--- config.mk ---
export PLATFORM = sky130hd
export DESIGN_NAME = ballot_ctrl_flat
export DESIGN_NICKNAME = d
export VERILOG_FILES = /design/src/rtl/ballot_ctrl_if.sv /design/src/rtl/ballot_ctrl.sv /design/src/flat_wrapper.sv
export SDC_FILE = /design/constraint.sdc
export NUM_CORES = 1
export LEC_CHECK = 0
export BUFFER_PORTS_ARGS = -buffer_cell sky130_fd_sc_hd__buf_2
export CORE_MARGIN = 2
export CORE_UTILIZATION = 25
export CTS_BUF_LIST = sky130_fd_sc_hd__clkbuf_2
export DETAILED_ROUTE_END_ITERATION = 10
export SLEW_MARGIN = 0
export SYNTH_ARGS = -nofsm -noshare
export SYNTH_HDL_FRONTEND = slang
export SYNTH_SLANG_ARGS = --single-unit
--- constraint.sdc ---
create_clock -name clock -period 2.2 [get_ports clock]
set_input_delay 0.11 -clock clock [delete_from_list [all_inputs] [get_ports clock]]
set_output_delay 0.11 -clock clock [all_outputs]
set_load 0.05 [all_outputs]
--- src/rtl/ballot_ctrl_if.sv ---
// Ballot front-end bus: officer/voter inputs toward the sequencer,
// strobes and status back toward the tally datapath and panel.
interface ballot_ctrl_if #(parameter int CNT_W = 8);
  logic             mode;
  logic             arm;
  logic [3:0]       button;
  logic             ready;
  logic             vote_valid;
  logic [1:0]       vote_sel;
  logic             reject;
  logic             busy;
  logic             timeout;
  logic [CNT_W-1:0] ballots_cast;

  modport master (output mode, arm, button,
                  input  ready, vote_valid, vote_sel, reject, busy, timeout, ballots_cast);
  modport slave  (input  mode, arm, button,
                  output ready, vote_valid, vote_sel, reject, busy, timeout, ballots_cast);
endinterface

--- src/rtl/ballot_ctrl.sv ---
// One-vote-per-ballot sequencer: synchronizes buttons, qualifies hold time,
// strobes the tally. Optional armed-ballot expiry under BALLOT_TIMEOUT_EN.
module ballot_ctrl #(
  parameter int NUM_CAND       = 4,
  parameter int HOLD_CYCLES    = 10,
  parameter int LOCKOUT_CYCLES = 16,
  parameter int CNT_W          = 8
`ifdef BALLOT_TIMEOUT_EN
  , parameter int ARM_TIMEOUT  = 1000
`endif
) (
  input  logic          clock,
  input  logic          reset,
  ballot_ctrl_if.slave  bus
);

  typedef enum logic [2:0] {
    S_IDLE, S_ARMED, S_QUAL, S_COMMIT, S_WAIT_REL, S_LOCKOUT
  } state_t;

  localparam logic [7:0]          HOLD_C    = 8'(HOLD_CYCLES);
  localparam logic [7:0]          LOCK_LAST = 8'(LOCKOUT_CYCLES - 1);
  localparam logic [NUM_CAND-1:0] B_ONE     = NUM_CAND'(1);
  localparam logic [CNT_W-1:0]    C_ONE     = CNT_W'(1);

  state_t              state, nstate;
  logic [NUM_CAND-1:0] bs_meta, bs, cap, cap_n;
  logic [7:0]          hcnt, hcnt_n, lcnt, lcnt_n;
  logic [CNT_W-1:0]    cast;
  logic                bs_any, bs_multi, rej, tmo, expire;

  assign bs_any   = |bs;
  assign bs_multi = |(bs & (bs - B_ONE));

`ifdef BALLOT_TIMEOUT_EN
  localparam int          TW   = $clog2(ARM_TIMEOUT + 1);
  localparam logic [TW-1:0] TMAX = TW'(ARM_TIMEOUT - 1);
  logic [TW-1:0] tcnt;

  // Held at zero in IDLE so every fresh ballot starts a full window;
  // QUAL time is not counted and does not clear it.
  always_ff @(posedge clock or negedge reset) begin
    if (!reset)                 tcnt <= '0;
    else if (state == S_IDLE)   tcnt <= '0;
    else if (state == S_ARMED)  tcnt <= tcnt + TW'(1);
  end
  assign expire = (tcnt == TMAX);
`else
  assign expire = 1'b0;
`endif

  always_ff @(posedge clock or negedge reset) begin
    if (!reset) begin
      bs_meta <= '0;
      bs      <= '0;
      state   <= S_IDLE;
      cap     <= '0;
      hcnt    <= '0;
      lcnt    <= '0;
      cast    <= '0;
    end else begin
      bs_meta <= bus.button;
      bs      <= bs_meta;
      state   <= nstate;
      cap     <= cap_n;
      hcnt    <= hcnt_n;
      lcnt    <= lcnt_n;
      if (state == S_COMMIT && cast != '1) cast <= cast + C_ONE;
    end
  end

  always_comb begin
    nstate = state;
    cap_n  = cap;
    hcnt_n = hcnt;
    lcnt_n = lcnt;
    rej    = 1'b0;
    tmo    = 1'b0;
    case (state)
      S_IDLE: if (bus.arm && !bus.mode) nstate = S_ARMED;
      S_ARMED: begin
        if (bus.mode)      nstate = S_IDLE;
        else if (expire) begin
          tmo    = 1'b1;
          nstate = S_IDLE;
        end else if (bs_multi) begin
          rej    = 1'b1;
          nstate = S_WAIT_REL;
        end else if (bs_any) begin
          cap_n  = bs;
          hcnt_n = 8'd1;
          nstate = S_QUAL;
        end
      end
      S_QUAL: begin
        if (bus.mode)      nstate = S_IDLE;
        else if (!bs_any)  nstate = S_ARMED;
        else if (bs_multi) begin
          rej    = 1'b1;
          nstate = S_WAIT_REL;
        end else if (bs == cap) begin
          if (hcnt == HOLD_C) nstate = S_COMMIT;
          else                hcnt_n = hcnt + 8'd1;
        end else begin
          // switched to a different single button: qualify it from scratch
          cap_n  = bs;
          hcnt_n = 8'd1;
        end
      end
      S_COMMIT:   nstate = S_WAIT_REL;
      S_WAIT_REL: if (!bs_any) begin
        lcnt_n = 8'd0;
        nstate = S_LOCKOUT;
      end
      S_LOCKOUT: begin
        if (bs_any)                 nstate = S_WAIT_REL;
        else if (lcnt == LOCK_LAST) nstate = S_IDLE;
        else                        lcnt_n = lcnt + 8'd1;
      end
      default: nstate = S_IDLE;
    endcase
  end

  always_comb begin
    bus.vote_sel = 2'd0;
    if (state == S_COMMIT) begin
      case (cap)
        4'b0010: bus.vote_sel = 2'd1;
        4'b0100: bus.vote_sel = 2'd2;
        4'b1000: bus.vote_sel = 2'd3;
        default: bus.vote_sel = 2'd0;
      endcase
    end
  end

  assign bus.vote_valid   = (state == S_COMMIT);
  assign bus.reject       = rej;
  assign bus.timeout      = tmo;
  assign bus.ready        = (state == S_ARMED) || (state == S_QUAL);
  assign bus.busy         = (state == S_COMMIT) || (state == S_WAIT_REL) || (state == S_LOCKOUT);
  assign bus.ballots_cast = cast;

endmodule
--- src/flat_wrapper.sv ---
// flat-port wrapper written by rule: the top's interface ports become plain ports
module ballot_ctrl_flat 
#(
  parameter int NUM_CAND       = 4,
  parameter int HOLD_CYCLES    = 10,
  parameter int LOCKOUT_CYCLES = 16,
  parameter int CNT_W          = 8

)
  (clock, reset, bus_mode, bus_arm, bus_button, bus_ready, bus_vote_valid, bus_vote_sel, bus_reject, bus_busy, bus_timeout, bus_ballots_cast);
  ballot_ctrl_if #(.CNT_W(CNT_W)) bus_i ();
  input  logic clock;
  input  logic reset;
  input wire logic [$bits(bus_i.mode)-1:0] bus_mode;
  input wire logic [$bits(bus_i.arm)-1:0] bus_arm;
  input wire logic [$bits(bus_i.button)-1:0] bus_button;
  output wire logic [$bits(bus_i.ready)-1:0] bus_ready;
  output wire logic [$bits(bus_i.vote_valid)-1:0] bus_vote_valid;
  output wire logic [$bits(bus_i.vote_sel)-1:0] bus_vote_sel;
  output wire logic [$bits(bus_i.reject)-1:0] bus_reject;
  output wire logic [$bits(bus_i.busy)-1:0] bus_busy;
  output wire logic [$bits(bus_i.timeout)-1:0] bus_timeout;
  output wire logic [$bits(bus_i.ballots_cast)-1:0] bus_ballots_cast;
  assign bus_i.mode = bus_mode;
  assign bus_i.arm = bus_arm;
  assign bus_i.button = bus_button;
  assign bus_ready = bus_i.ready;
  assign bus_vote_valid = bus_i.vote_valid;
  assign bus_vote_sel = bus_i.vote_sel;
  assign bus_reject = bus_i.reject;
  assign bus_busy = bus_i.busy;
  assign bus_timeout = bus_i.timeout;
  assign bus_ballots_cast = bus_i.ballots_cast;
  ballot_ctrl #(.NUM_CAND(NUM_CAND), .HOLD_CYCLES(HOLD_CYCLES), .LOCKOUT_CYCLES(LOCKOUT_CYCLES), .CNT_W(CNT_W)) u_core (.clock(clock), .reset(reset), .bus(bus_i));
endmodule
==> metrics.txt, run 1 <==
Cell Area, Synth 0.002053 mm^2; Post-synth ARST share 1.000; synthesized flop and latch total 39; Initial Utilization 0.2537; placed cell area 0.002261 mm^2; WHS 0.2309 ns; crit-path cells ha_1, nand3_1, and2b_1, a2111o_1, o211ai_2, mux2_1; post-route clock period utilization 0.9323; final antenna diode count 0; via count 1538; Max Clock Freq 0.4876 GHz; Worst-Skew Late Latency 0.39 ns; max_slew headroom 0.4363; postcts setup bufs 0; Net Sw Power 0.7418 mW; Fillers 873; Worst EP required 2.51 ns; register area 977.2 um^2; run status complete, no violations; ys flop type dfrtp_1; Cell Int Power 1.269 mW; GRT Util Overall 0.09368; Row Count 33; combinational group share of total power 0.307; max-slew violations 0; ratio of cells with drive above 1 in the final layout 0.1931; Crit Path Max Fanout 6; port buffer count 21; routability cong. 0.7553; Setup CP Type register to register; share of power burned in registers 0.476; maximum VDD drop 517.6 uV; initial DRC count 83; crit end category register; Die Y 94.63 um; clk sinks 39; Leak Pwr 1.056 nW; post-route ant nets 0; switching part of the total 0.3690; vias per cell 4.550; Synth Instances 203; Nets 244; mean cell area of the mapped netlist 10.11 um^2; slowest stage delay, CP 0.46 ns; final cell utilization of the core 0.2975; footprint of the multi-input gates 999.7 um^2; IO Pins 23; total gr overflow 0; crit path launch type register; initial antenna violation count 0; deepest clock path buffer count 2; fin crit period 2.051 ns; core area 0.008093 mm^2; Power Total 2.010 mW; syn_nets 215; number of global-route vias before repair 1420; Final Hold Viols 0; CTS tree yes; EDFF count, synth 0; CTS Buf Count 5; most frequent cells in the layout 38 x dfrtp_1, 20 x buf_2, 17 x nand2_1, 15 x o21ai_0, 12 x xnor2_1; Final setup viols 0; final wirelength 3.788 mm; register area share after synthesis 0.4753; synth unique cells 44; H-tree levels 2; Final Cell Area 0.002407 mm^2; HP Class input pin to register; growth of design area from synthesis to finish 17.25%; Fin Clk Skew 0.02482 ns; commonest non-fill, non-tap cell in the layout dfrtp_1; Worst Path Arrival 2.36 ns; dpl hpwl 2.740 mm; Syn. warnings 0; first-pass GRT wire length 6.630 mm; chip width 94.63 um; largest net degree at the start of global routing 40; Clk pwr share 0.217; Worst-Margin Slew 0.8455 ns; Power Density 835.1 mW/mm^2; clock root buffer clkbuf_2; Die ar. 0.008954 mm^2; Routed wire per std cell 11.21 um; slowest CP cell dfrtp_1; iteration count of the initial detailed-routing pass 4; max-cap violations 0; Clk pin slew, worst setup/hold paths 0.21 ns; detailed-route DRC error count 0
[cell usage after synthesis (5+ instances only)]
library cell | number | area (um^2)
and3_1 | 6 | 37.54
inv_1 | 9 | 33.78
dfrtp_1 | 39 | 975.9
and2_1 | 5 | 31.28
mux2_2 | 5 | 56.30
nor2_1 | 9 | 33.78
o21ai_0 | 15 | 75.07
nand2_1 | 18 | 67.56
xnor2_1 | 12 | 105.1
a21oi_1 | 6 | 30.03
nand3_1 | 7 | 35.03
a22o_1 | 5 | 43.79
[registers in the layout, indices dropped and copies added, names as in the netlist]
name	count
u_core.hcnt	8
u_core.cap	4
u_core.state	3
u_core.bs_meta	4
u_core.bs	4
u_core.lcnt	8
u_core.bus.ballots_cast	8
[per-layer routing]
metal / vias up / track usage / wire length, um
li1: 779 / - / -
met1: 714 / 0.1267 / 1862
met2: 38 / 0.1454 / 1723
met3: 7 / 0.02394 / 156
met4: 0 / 0.03261 / 46
met5: - / 0 / 0
[worst max-delay path, delay by kind of cell, from the launching register on]
family          cells  cell delay (ns)
compound gates      2             0.54
fa+ha+maj           1             0.22
flops               1             0.46
mux                 1             0.33
simple gates        2             0.41
[worst paths after layout]
path	startpoint	end	depth (start not counted)	slack, ns
max reg2reg	u_core.lcnt[1]	u_core.state[2]	6	0.15
min	bus_arm	u_core.state[0]	5	0.23
max	u_core.lcnt[1]	u_core.state[2]	6	0.15
max in group asynchronous	reset	u_core.state[1]	2	1.29
min reg2reg	u_core.bs_meta[0]	u_core.bs[0]	0	0.38
min in group asynchronous	reset	u_core.lcnt[2]	2	0.33
[cells by family (layout without fill, tap and decap cells)]
kind of cell,Yosys count,count (layout),share of synthesized area
and+or+nand+nor,71,71,0.1871
AOI/OAI and AO/OA,45,45,0.1499
DFF,39,39,0.4753
buffers and inverters,18,48,0.04510
xor gates and xnor gates,15,15,0.06399
muxes,10,10,0.05241
adders and majority gates,4,4,0.02438
other,1,1,0.001826
[power groups by stage]
stage / clock network [mW] / logic, mW / registers [mW]
after floorplan: 0 / 0.447 / 0.974
after global placement: 0 / 0.602 / 0.961
after detailed placement: 0 / 0.604 / 0.964
after CTS: 0.454 / 0.615 / 0.950
after global routing: 0.482 / 0.694 / 0.979
final: 0.436 / 0.617 / 0.957
[through the flow]
step,std cells,setup slack (ns),setup TNS [ns]
final,338,0.1490,0
after global routing,338,-0.03050,-0.03050
after CTS,338,0.02803,0
after detailed placement,324,0.1814,0
after global placement,324,0.2361,0
after floorplan,203,-0.2369,-0.4737
[area by class of cell]
| type | count | area share |
|---|---|---|
| clock buffers | 5 | 0.01040 |
| clock inverters | 3 | 0.01767 |
| inverters | 9 | 0.01403 |
| multi-input cells | 146 | 0.4153 |
| flip-flops and latches | 39 | 0.4059 |
| well taps | 105 | 0.05457 |
| repair buffers | 31 | 0.08212 |
[what timing repair did]
action / CTS / global route
cloned: 0 / 0
hold buffers: 6 / 0
setup endpoints to repair: 2 / 2
gates resized for setup: 1 / 4
endpoints found under the hold margin: 44 / 0
(Power assumes the default switching activity.)
==> run 2: changes to the inputs <==
==> constraint.sdc (replaced) <==
create_clock -name clock -period 1.6 [get_ports clock]
set_input_delay 0.08 -clock clock [delete_from_list [all_inputs] [get_ports clock]]
set_output_delay 0.08 -clock clock [all_outputs]
set_load 0.05 [all_outputs]
==> metrics.txt, run 2 (synthesis results as in run 1) <==
clock root buffer clkbuf_2; Die Y 94.63 um; final wirelength 5.131 mm; detailed-route DRC error count 0; dpl ws -0.2437 ns; max_slew headroom 0.6656; setup TNS -1.595 ns; IO Pins 23; Max Clock Freq 0.5575 GHz; most frequent cells in the layout 57 x buf_4, 33 x dfrtp_1, 15 x nand2_1, 15 x buf_2, 14 x buf_6; crit path launch type register; ratio of cells with drive above 1 in the final layout 0.5254; HP Class input pin to register; max-cap violations 0; CTS Buf Count 5; growth of design area from synthesis to finish 55.82%; Initial Utilization 0.2537; iteration count of the initial detailed-routing pass 4; clk sinks 39; chip width 94.63 um; Worst Path Arrival 2.12 ns; CTS tree yes; total gr overflow 0; final cell utilization of the core 0.3953; initial DRC count 50; Final Hold Viols 0; Final Cell Area 0.003199 mm^2; Row Count 33; Worst-Skew Late Latency 0.40 ns; Final setup viols 18; port buffer count 21; post-route clock period utilization 1.121; run status finished, violations left; post-route ant nets 0; Leak Pwr 1.453 nW; Routed wire per std cell 12.83 um; via count 1820; Fin Clk Skew 0.02065 ns; commonest non-fill, non-tap cell in the layout buf_4; GRT Util Overall 0.1189; Worst EP required 1.92 ns; RSZ-0062 raised after global routing true; Crit Path Max Fanout 2; largest net degree at the start of global routing 40; max-slew violations 0; number of global-route vias before repair 1890; Worst-Margin Slew 0.5016 ns; final antenna diode count 0; first-pass GRT wire length 8.411 mm; Setup CP Type register to register; initial antenna violation count 0; Clk pin slew, worst setup/hold paths 0.21 ns; routability cong. 0.7887; Power Density 1016 mW/mm^2; maximum VDD drop 805.7 uV; Nets 306; fin crit period 1.794 ns; deepest clock path buffer count 2; failing checks setup timing; Die ar. 0.008954 mm^2; worst setup margin -0.1938 ns; dpl hpwl 3.381 mm; H-tree levels 2; core area 0.008093 mm^2; placed cell area 0.002639 mm^2; crit end category register; vias per cell 4.550
## run 2: changes by cell type in the layout (fill, tap and decap cells not counted), sizes merged
cell / delta
inv: -1
bufinv: -1
clkinv: +1
buf: +63
## run 2: worst paths after layout
kind	start	end	slack, ns	depth (start not counted)
setup / recovery	u_core.lcnt[0]	u_core.state[2]	-0.19	6
hold / removal	bus_arm	u_core.state[0]	0.21	5
setup reg to reg	u_core.lcnt[0]	u_core.state[2]	-0.19	6
hold reg to reg	u_core.bs_meta[3]	u_core.bs[3]	0.37	0
max in group asynchronous	reset	u_core.bs[1]	0.98	3
min in group asynchronous	reset	u_core.lcnt[5]	0.23	3
## run 2: stage by stage
stage	power (mW)	hold WS (ns)	std cells
2_1_floorplan	1.980	-0.2156	203
3_3_place_gp	2.416	0.1766	370
3_5_place_dp	2.439	0.1692	370
4_1_cts	3.117	0.1659	396
5_1_grt	3.437	0.1958	400
6_report	3.249	0.2129	400
## run 2: worst max-delay path, stage by stage, from the launching register on
cell	delay [ns]
dfrtp_1	0.43
ha_2	0.20
nand3_2	0.08
and2b_2	0.22
a2111o_1	0.39
o211ai_2	0.09
mux2_4	0.31
## run 2: per-layer routing
| layer | share of wire | global-route usage | vias to the layer above |
|---|---|---|---|
| met2 | 0.53 | 0.2069 | 26 |
| met3 | 0.028 | 0.02474 | 9 |
| met5 | 0 | 0 | - |
| li1 | - | - | 901 |
| met4 | 0.015 | 0.04710 | 0 |
| met1 | 0.43 | 0.1432 | 884 |
## run 2: timing repair
item / 4_1_cts / 5_1_grt
setup endpoints to repair: 24 / 30
pin swaps: 9 / 15
gates resized for setup: 60 / 36
cloned: 1 / 0
hold buffers: 6 / 0
endpoints found under the hold margin: 44 / 0
buffers inserted: 11 / 6
## run 2: cell type report
type	instances	area, um^2
Inverter	9	36.28
Timing Repair Buffer	93	735.7
Clock inverter	2	12.51
Fill cell	812	4893
Multi-Input combinational cell	146	1270
Tap cell	105	131.4
Clock buffer	6	30.03
Sequential cell	39	983.4
## run 2: report_power, final
part | internal (mW) | total [mW] | switching, mW
logic | 0.745 | 1.56 | 0.810
registers | 1.13 | 1.25 | 0.118
clock network | 0.113 | 0.446 | 0.333
total | 1.99 | 3.25 | 1.26
